## src/rtl/pulse_meter_pkg.sv

```systemverilog
// Shared types and default sizing for the pulse width meter.
package pulse_meter_pkg;

    localparam int unsigned DEF_CNT_W     = 5;
    localparam int unsigned DEF_MAX_WIDTH = 20;
    localparam int unsigned DEF_MIN_WIDTH = 2;

    typedef enum logic [1:0] {
        StArm,
        StIdle,
        StMeasure,
        StSaturated
    } state_e;

endpackage

```

## src/rtl/sync_2ff.sv

```systemverilog
// Two-flop single-bit synchronizer with synchronous active-high reset to 0.
module sync_2ff (
    input  logic clk,
    input  logic reset,
    input  logic d,
    output logic q
);

    logic meta_q;
    logic sync_q;

    always_ff @(posedge clk) begin
        if (reset) begin
            meta_q <= 1'b0;
            sync_q <= 1'b0;
        end else begin
            meta_q <= d;
            sync_q <= meta_q;
        end
    end

    assign q = sync_q;

endmodule

```

## src/rtl/pulse_meter.sv

```systemverilog
// Measures high time of pulse_in in clk cycles and holds the result until acknowledged.
// Define PULSE_METER_SYNC_EN to pass pulse_in through a 2-flop synchronizer first.
module pulse_meter
    import pulse_meter_pkg::*;
#(
    parameter int unsigned CNT_W     = DEF_CNT_W,
    parameter int unsigned MAX_WIDTH = DEF_MAX_WIDTH,
    parameter int unsigned MIN_WIDTH = DEF_MIN_WIDTH
) (
    input  logic             clk,
    input  logic             reset,
    input  logic             pulse_in,
    input  logic             ack,
    input  logic             clr,
    output logic             valid,
    output logic [CNT_W-1:0] width,
    output logic             short_p,
    output logic             overflow,
    output logic             overrun
);

    localparam logic [CNT_W-1:0] MaxCnt = CNT_W'(MAX_WIDTH);

    logic s;

`ifdef PULSE_METER_SYNC_EN
    sync_2ff u_sync (
        .clk   (clk),
        .reset (reset),
        .d     (pulse_in),
        .q     (s)
    );
`else
    assign s = pulse_in;
`endif

    state_e           state_q, state_d;
    logic [CNT_W-1:0] count_q, count_d;
    logic             publish, publish_ovf;

    always_ff @(posedge clk) begin
        if (reset) begin
            state_q <= StArm;
        end else begin
            state_q <= state_d;
        end
    end

    always_comb begin
        state_d = state_q;
        unique case (state_q)
            StArm:       if (!s) state_d = StIdle;
            StIdle:      if (s) state_d = StMeasure;
            StMeasure: begin
                if (!s) begin
                    state_d = StIdle;
                end else if (count_q == MaxCnt) begin
                    state_d = StSaturated;
                end
            end
            StSaturated: if (!s) state_d = StIdle;
            default:     state_d = StArm;
        endcase
    end

    always_comb begin
        publish     = 1'b0;
        publish_ovf = 1'b0;
        if (!s) begin
            unique case (state_q)
                StMeasure:   publish = 1'b1;
                StSaturated: begin
                    publish     = 1'b1;
                    publish_ovf = 1'b1;
                end
                default: ;
            endcase
        end
    end

    // Count holds at MaxCnt once reached, so it never wraps.
    always_comb begin
        count_d = count_q;
        if (state_q == StIdle && s) begin
            count_d = CNT_W'(1);
        end else if (state_q == StMeasure && s && count_q != MaxCnt) begin
            count_d = count_q + CNT_W'(1);
        end
    end

    always_ff @(posedge clk) begin
        if (reset) begin
            count_q <= '0;
        end else begin
            count_q <= count_d;
        end
    end

    logic             valid_q, valid_d;
    logic [CNT_W-1:0] width_q, width_d;
    logic             short_q, short_d;
    logic             ovf_q, ovf_d;
    logic             overrun_q, overrun_d;
    logic             drop;

    // A pending, unacknowledged result wins; the new one is discarded.
    assign drop = publish && valid_q && !ack;

    always_comb begin
        valid_d   = valid_q;
        width_d   = width_q;
        short_d   = short_q;
        ovf_d     = ovf_q;
        if (publish && !drop) begin
            valid_d = 1'b1;
            width_d = count_q;
            short_d = 32'(count_q) < MIN_WIDTH;
            ovf_d   = publish_ovf;
        end else if (valid_q && ack) begin
            valid_d = 1'b0;
        end
        overrun_d = drop || (overrun_q && !clr);
    end

    always_ff @(posedge clk) begin
        if (reset) begin
            valid_q   <= 1'b0;
            width_q   <= '0;
            short_q   <= 1'b0;
            ovf_q     <= 1'b0;
            overrun_q <= 1'b0;
        end else begin
            valid_q   <= valid_d;
            width_q   <= width_d;
            short_q   <= short_d;
            ovf_q     <= ovf_d;
            overrun_q <= overrun_d;
        end
    end

    assign valid    = valid_q;
    assign width    = width_q;
    assign short_p  = short_q;
    assign overflow = ovf_q;
    assign overrun  = overrun_q;

endmodule

```

## config.mk

```make
export PLATFORM = sky130hd
export DESIGN_NAME = pulse_meter
export DESIGN_NICKNAME = d
export VERILOG_FILES = /design/src/rtl/pulse_meter_pkg.sv /design/src/rtl/sync_2ff.sv /design/src/rtl/pulse_meter.sv
export SDC_FILE = /design/constraint.sdc
export NUM_CORES = 1
export LEC_CHECK = 0
export ABC_CLOCK_PERIOD_IN_PS = 2000
export BUFFER_PORTS_ARGS = -buffer_cell sky130_fd_sc_hd__buf_2
export CORE_ASPECT_RATIO = 1.4
export CORE_MARGIN = 2
export CORE_UTILIZATION = 45
export DETAILED_ROUTE_END_ITERATION = 12
export PLACE_DENSITY = 0.78
export SETUP_SLACK_MARGIN = 0.2
export SLEW_MARGIN = 20
export SYNTH_ARGS = -nofsm -noshare
export SYNTH_HDL_FRONTEND = slang
export SYNTH_SLANG_ARGS = --single-unit
export TNS_END_PERCENT = 5
```

## constraint.sdc

```tcl
create_clock -name clk -period 2 [get_ports clk]
set_input_delay 0.4 -clock clk [delete_from_list [all_inputs] [get_ports clk]]
set_output_delay 0.4 -clock clk [all_outputs]
set_load 0.05 [all_outputs]
```

Yosys cells after proc, flatten, opt, wreduce, memory -nomap -nowiden
Index checks and enable logic that the tools add are counted.
{"block": "totals", "ff_bits": 16, "in_bits": 5, "word_cells": 50}
{"block": "classes", "addsub": 1, "order_cmp": 1, "n_eq_ne": 8, "muxes": 13, "n_reduce_logical": 19}
{"op": "$logic_and A1 B1 Y1", "n": 8}
{"op": "$mux W1", "n": 8}
{"op": "$mux W2", "n": 4}
{"op": "$pmux W2 S3", "n": 1}
{"op": "$reduce_or A2 Y1", "n": 3}
{"op": "$add A5 B1 Y5 const B", "n": 1}
{"op": "$eq A5 B5 Y1 const B", "n": 1}
{"op": "$lt A5 B2 Y1 const B", "n": 1}
{"op": "$ne A5 B5 Y1 const B", "n": 1}
{"op": "$eq A2 B2 Y1 const B", "n": 2}
{"op": "$ne A2 B2 Y1 const B", "n": 2}
{"op": "$reduce_bool A2 Y1", "n": 2}
{"op": "$logic_not A1 Y1", "n": 3}
{"op": "$ne A3 B3 Y1 const B", "n": 1}
{"op": "$reduce_and A3 Y1", "n": 1}
{"op": "$eq A2 B1 Y1 const B", "n": 1}
{"op": "$logic_not A2 Y1", "n": 1}
{"op": "$logic_or A1 B1 Y1", "n": 1}

Logic depth before layout (Yosys ltp)
Gate-level depths: netlist of run 1.
{"block": "logic_depth", "depth_word": 9, "ltp_mapped": 6, "depth_no_buf": 5}

Least setup slack after synthesis of run 1
Ideal clock, no wire load.
{"block": "synth_path", "kind": "reg2reg", "from": "register state_q[0]", "to": "register state_q[0]", "setup_time_ps": 123, "arrival_time_ps": 1482, "path_slack_ps": 395, "stages_incl_launch_ff": 6, "n_path_buf": 0, "synth_period_minus_slack_ps": 1605, "path_cell_list": "dfxtp_1 > inv_1 > ha_1 > and2_1 > a221oi_2 > mux2_1"}
{"block": "synth_via", "elab_chain_len": 4}
{"element": "from (decl)", "line": "pulse_meter.sv:37", "text": "state_e state_q, state_d;"}
{"element": "from (signal assigned)", "line": "pulse_meter.sv:43", "text": "state_q <= StArm;"}
{"element": "from (signal assigned)", "line": "pulse_meter.sv:45", "text": "state_q <= state_d;"}
{"element": "$eq A2 B2 Y1 or $logic_not A2 Y1 (tied branches)", "line": "pulse_meter.sv:51", "text": "unique case (state_q)"}
{"element": "$reduce_or A2 Y1 (no line)"}
{"element": "$ne A2 B2 Y1 (no line)"}
{"element": "$reduce_and A3 Y1 (no line)"}
Parallel ways exist; a longest one is shown, timed or not.
A chain may end at the register's enable or synchronous reset.

Final worst setup path of run 1
Same ends and word-level chain as after synthesis.

==> out/qor.yml, run 1 <==
cts_root_buffer: "clkbuf_4"
dr.first_iter.drc_count: 16
grt_max_degree: 17
antenna_cells: 0
slew_viol_final: 0
yosysWarningCount: 0
grt_overflow: 0
syn_area_um2: 840
post-dp-hpwl_um: 1250
place_congestion: 0.816
hold_viol_final: 0
coreArea_um2: 1760
synth_cell_types: 31
drc: 0
cts_buffers: 3
tightest_slew_ps: 617
die_y_um: 55.1
setup_viol: 0
synth_top_flop_cell: "dfxtp_1"
max-vdd-ir-drop_v: 0.000556
clk_pin_slew_worst_paths_ps: 90
synthArstFlopShare: 0
crit_arrival_ps: 1840
dpl_cell_area_um2: 900
rsz0062_at_grt: "false"
h-tree-depth: 1
seq_area_frac_synth: 0.382
grt_pass1_vias: 659
power.leakage_nw: 0.376
syn_nets: 108
grt_pass1_wl_um: 2850
critPathLaunchType: "flop"
dieWidth_um: 40.5
finalCritPeriodShare: 0.831
fin_skew_ps: 3.78
insertion_delay_ps: 290
total_power_w: 0.00100
drive_gt1_frac: 0.191
rows: 18
slew_headroom: 0.588
nFillCells: 174
clock_path_buffers: 2
synth-edff-count: 0
antenna_found_initial: 0
ys_ff_latch: 16
powerDensity_nw_per_um2: 1060
dr.pass1.iters: 4
vias: 767
ant_nets: 0
gr-usage-all-layers: 0.189
min_path_type: "in -> reg"
crit_fanout: 8
drt-total-wl_um: 1720
maxCapViolCount: 0
path_class: "reg -> reg"
initial_core_util: 0.478
syn_to_final_growth_pct: 12.8
cts_tree: "yes"
synthCells: 98
io_buffers: 13
status: "complete, no violations"
final_area_um2: 947
wire_per_inst_um: 13.2
fin_crit_ps: 1660
avgSynthCellArea_um2: 8.57
ios: 14
end_kind: "flop"
vias_per_cell: 5.90
tns_ps: 0
ff2ff_setup_slack_ps: 340
fmax_mhz: 602
cts_sinks: 16
critical_path_required_ps: 2180
die_area_um2: 2230
final_nets: 121
==> area by class of cell <==
class,count,area [um2],share of cell area
multi-input cells,69,467,0.493
flip-flops and latches,16,320,0.338
repair buffers,14,72.6,0.0766
clock buffers,4,36.3,0.0383
inverters,7,26.3,0.0277
well taps,20,25.0,0.0264
==> report_power, final <==
group / switching (W) / total [W] / internal (W) / leakage [nW]
Combinational: 0.000241 / 0.000398 / 0.000157 / 0.226
Clock: 0.000103 / 0.000214 / 0.000111 / 0.0210
Sequential: 0.0000336 / 0.000391 / 0.000357 / 0.130
==> per-layer routing <==
metal,wire [um],GRT usage,up-vias,share of wire
li1,-,-,385,-
met1,742,0.215,352,0.43
met2,866,0.323,25,0.50
met3,65,0.0240,5,0.038
met4,44,0.111,0,0.026
met5,0,0,-,0
==> registers in the layout, indices dropped and copies added (netlist names) <==
| name | cells |
|---|---|
| overflow | 1 |
| width | 5 |
| overrun | 1 |
| state_q | 2 |
| valid | 1 |
| count_q | 5 |
| short_p | 1 |
==> cells by family after synthesis <==
family / count (synthesis) / synth area share
AOI/OAI and AO/OA: 29 / 0.225
and+or+nand+nor: 33 / 0.227
adders and majority gates: 5 / 0.0745
buffers and inverters: 13 / 0.0671
muxes: 2 / 0.0253
DFF: 16 / 0.382
==> critical path, cell delays in order (launching register included) <==
cell and delay [ps]:
dfxtp_1 360, inv_1 70, ha_2 220, and2_2 250
a221oi_2 300, mux2_1 350
==> path summary, 6_finish.rpt <==
kind	start	to	cells past startpoint
hold / removal	clr	overrun	4
hold reg to reg	width[0]	width[0]	2
setup / recovery	state_q[0]	state_q[0]	5
setup reg to reg	state_q[0]	state_q[0]	5
==> cell usage after synthesis (all sizes together), types with 2 or more instances <==
| master | count | area [um2] |
|---|---|---|
| o31ai | 7 | 52.6 |
| o21ai | 5 | 25.0 |
| nor2b | 2 | 12.5 |
| clkbuf | 5 | 18.8 |
| nand4 | 7 | 43.8 |
| a21oi | 10 | 50.1 |
| a21boi | 2 | 15.0 |
| nand2 | 3 | 11.3 |
| dfxtp | 16 | 320 |
| nand2b | 2 | 12.5 |
| ha | 5 | 62.6 |
| nor2 | 6 | 22.5 |
| nand3 | 4 | 20.0 |
| or4 | 2 | 15.0 |
| inv | 7 | 26.3 |
| nand4b | 2 | 17.5 |
==> cells in the final DEF, fill, tap and decap left out <==
| master | count |
|---|---|
| dfxtp_1 | 16 |
| buf_2 | 13 |
| a21oi_1 | 10 |
| inv_1 | 7 |
| nand4_1 | 7 |
| o31ai_1 | 7 |
| nor2_1 | 6 |
| nand3_1 | 4 |
| o21ai_0 | 4 |
| ha_1 | 4 |
| nand2_1 | 3 |
| clkbuf_4 | 3 |
| nand4b_1 | 2 |
| nor2b_1 | 2 |
| nand2b_1 | 2 |
| or4_1 | 2 |
| and2_2 | 1 |
| and4b_1 | 1 |
| a31oi_1 | 1 |
| or2_1 | 1 |
| nor4_1 | 1 |
| a32oi_1 | 1 |
| a221oi_2 | 1 |
| mux2_1 | 1 |
| a21boi_1 | 1 |
| and3_1 | 1 |
| o21ai_1 | 1 |
| a21boi_0 | 1 |
| o21bai_1 | 1 |
| mux2i_1 | 1 |
| a41oi_1 | 1 |
| ha_2 | 1 |
| clkbuf_8 | 1 |
| buf_4 | 1 |
==> what timing repair did <==
action / CTS / global route
hold buffers: 0 / 0
endpoints found under the setup margin: 0 / 1
setup buffers: 0 / 1
gates resized for setup: 0 / 2
==> per-stage QoR <==
step           instances   util  setup WS [ps]  hold slack [ps]
6_report             130  0.539            338              396
5_1_grt              130  0.539            227              414
4_1_cts              129  0.533            233              395
3_5_place_dp         125  0.512            250              461
3_3_place_gp         125  0.512            349              453
2_1_floorplan         98      -            395              469
(Power assumes the default switching activity.)
==> inputs of run 2 (changes only) <==
--- a/config.mk
+++ b/config.mk
@@ -5,13 +5,13 @@
 export SDC_FILE = /design/constraint.sdc
 export NUM_CORES = 1
 export LEC_CHECK = 0
-export ABC_CLOCK_PERIOD_IN_PS = 2000
+export ABC_CLOCK_PERIOD_IN_PS = 1500
 export BUFFER_PORTS_ARGS = -buffer_cell sky130_fd_sc_hd__buf_2
 export CORE_ASPECT_RATIO = 1.4
 export CORE_MARGIN = 2
 export CORE_UTILIZATION = 45
 export DETAILED_ROUTE_END_ITERATION = 12
-export PLACE_DENSITY = 0.78
+export PLACE_DENSITY = 0.81
 export SETUP_SLACK_MARGIN = 0.2
 export SLEW_MARGIN = 20
 export SYNTH_ARGS = -nofsm -noshare
==> constraint.sdc (replaced) <==
create_clock -name clk -period 1.5 [get_ports clk]
set_input_delay 0.3 -clock clk [delete_from_list [all_inputs] [get_ports clk]]
set_output_delay 0.3 -clock clk [all_outputs]
set_load 0.05 [all_outputs]
==> out/qor.yml, run 2 (synthesis results as in run 1) <==
status: "complete, no violations"
max-vdd-ir-drop_v: 0.000787  # +42%
powerDensity_nw_per_um2: 1400  # +32%
swShare: 0.376  # -0.000782
die_y_um: 55.1  # unchanged
rows: 18  # unchanged
h-tree-depth: 1  # unchanged
drc: 0  # unchanged
hold_viol_final: 0  # unchanged
place_congestion: 0.825  # +1.1%
place_inst: 134  # +7.2%
whs_ps: 330  # -66.3 ps
slew_headroom: 0.721  # +0.133
ant_nets: 0  # unchanged
die_area_um2: 2230  # unchanged
dr.first_iter.drc_count: 13  # -3
dieWidth_um: 40.5  # unchanged
p_comb_frac: 0.493  # +0.096
tightest_slew_ps: 416  # -200 ps
antenna_found_initial: 0  # unchanged
insertion_delay_ps: 280  # about the same
syn_to_final_growth_pct: 27.4
grt_pass1_wl_um: 3080  # +8.2%
cts_buffers: 3  # unchanged
hold_buffers: 0  # unchanged
pwr-share-seq: 0.356  # -0.034
path_class: "reg -> reg"
grt_overflow: 0  # unchanged
p_int_w: 0.000932  # +49%
final_cell_mix: "13 x buf_2, 13 x buf_4, 12 x dfxtp_1"
fin_skew_ps: 4.82  # +1.04 ps
p_sw_w: 0.000562  # +49%
setup_viol: 0  # unchanged
fin_crit_ps: 1480  # -186 ps
vias: 831  # +8.3%
initial_core_util: 0.478  # unchanged
vias_per_cell: 5.89  # -0.11%
clock_path_buffers: 2  # unchanged
nFillCells: 155  # -11%
drive_gt1_frac: 0.347  # +0.156
fmax_mhz: 678  # +13%
p_clk_frac: 0.151  # -0.063
grt_pass1_vias: 765  # +16%
slew_viol_final: 0  # unchanged
io_buffers: 13  # unchanged
maxCapViolCount: 0  # unchanged
wire_per_inst_um: 13.6  # +3.3%
crit_fanout: 7  # -1
dr.pass1.iters: 4  # unchanged
end_kind: "flop"
power.leakage_nw: 0.441  # +17%
crit_arrival_ps: 1650  # -190 ps
stdcell_count: 141  # +8.5%
drt-total-wl_um: 1920  # +12%
coreArea_um2: 1760  # unchanged
antenna_cells: 0  # unchanged
ff2ff_setup_slack_ps: 20  # -310 ps
post-dp-hpwl_um: 1370  # +9.8%
rsz0062_at_grt: "true"
finalCritPeriodShare: 0.984  # +0.153
final_nets: 133  # +9.9%
cts_tree: "yes"
min_path_type: "in -> reg"
clk_pin_slew_worst_paths_ps: 90  # about the same
critPathLaunchType: "flop"
grt_max_degree: 17  # unchanged
ios: 14  # unchanged
gr-usage-all-layers: 0.201  # +0.0120
critical_path_required_ps: 1680  # -500 ps
cts_sinks: 16  # unchanged
cts_root_buffer: "clkbuf_4"
==> run 2: changes by cell type in the layout (fill, tap and decap cells not counted), sizes merged <==
cell / change
buf: +12
clkbuf: -1
==> run 2: path summary, 6_finish.rpt <==
path,startpoint,cells after the start,to
worst min-delay path,clr,4,overrun
worst max register to register,state_q[0],5,state_q[0]
worst max-delay path,state_q[0],5,state_q[0]
worst min register to register,short_p,2,short_p
==> run 2: metal layers <==
layer	vias up	global-route usage	part of all wire
met2	32	0.352	0.52
met4	0	0.106	0.017
met3	6	0.0240	0.043
met1	383	0.227	0.42
met5	-	0	0
li1	410	-	-
==> run 2: worst max-delay path, cell delays in order, from the launching register on <==
cell	delay, ps
dfxtp_2	370
inv_2	60
ha_4	180
and2_4	170
a221oi_4	280
mux2_4	320
==> run 2: area by class of cell <==
type,count,area [um2],area share
multi-input cells,69,508,0.475
flip-flops and latches,16,325,0.304
repair buffers,26,163,0.152
inverters,7,26.3,0.0246
well taps,20,25.0,0.0234
clock buffers,3,22.5,0.0211
==> run 2: repair_timing <==
item                                    CTS  global route
endpoints found under the setup margin    7            15
pin swaps                                 1             1
resized for setup                         2             1
buffers inserted                          2             2
==> run 2: power groups by stage <==
stage	registers (W)	clock network, W	logic, W
after floorplan	0.000584	0	0.000441
after global placement	0.000536	0	0.000605
after detailed placement	0.000540	0	0.000625
after CTS	0.000530	0.000236	0.000693
after global routing	0.000538	0.000252	0.000804
final	0.000531	0.000226	0.000737
==> run 2: per-stage QoR <==
step / setup TNS (ps) / utilization / power, W / worst slack, ps / instance area (um2)
global placement: 0 / 0.570 / 0.00114 / 35.0 / 1000
global route: -56.1 / 0.609 / 0.00159 / -22.8 / 1070
finish: 0 / 0.609 / 0.00149 / 24.4 / 1070
floorplan: 0 / - / 0.00102 / 51.5 / 873
CTS: 0 / 0.599 / 0.00146 / 42.1 / 1050
detailed placement: -7.71 / 0.570 / 0.00117 / -7.71 / 1000
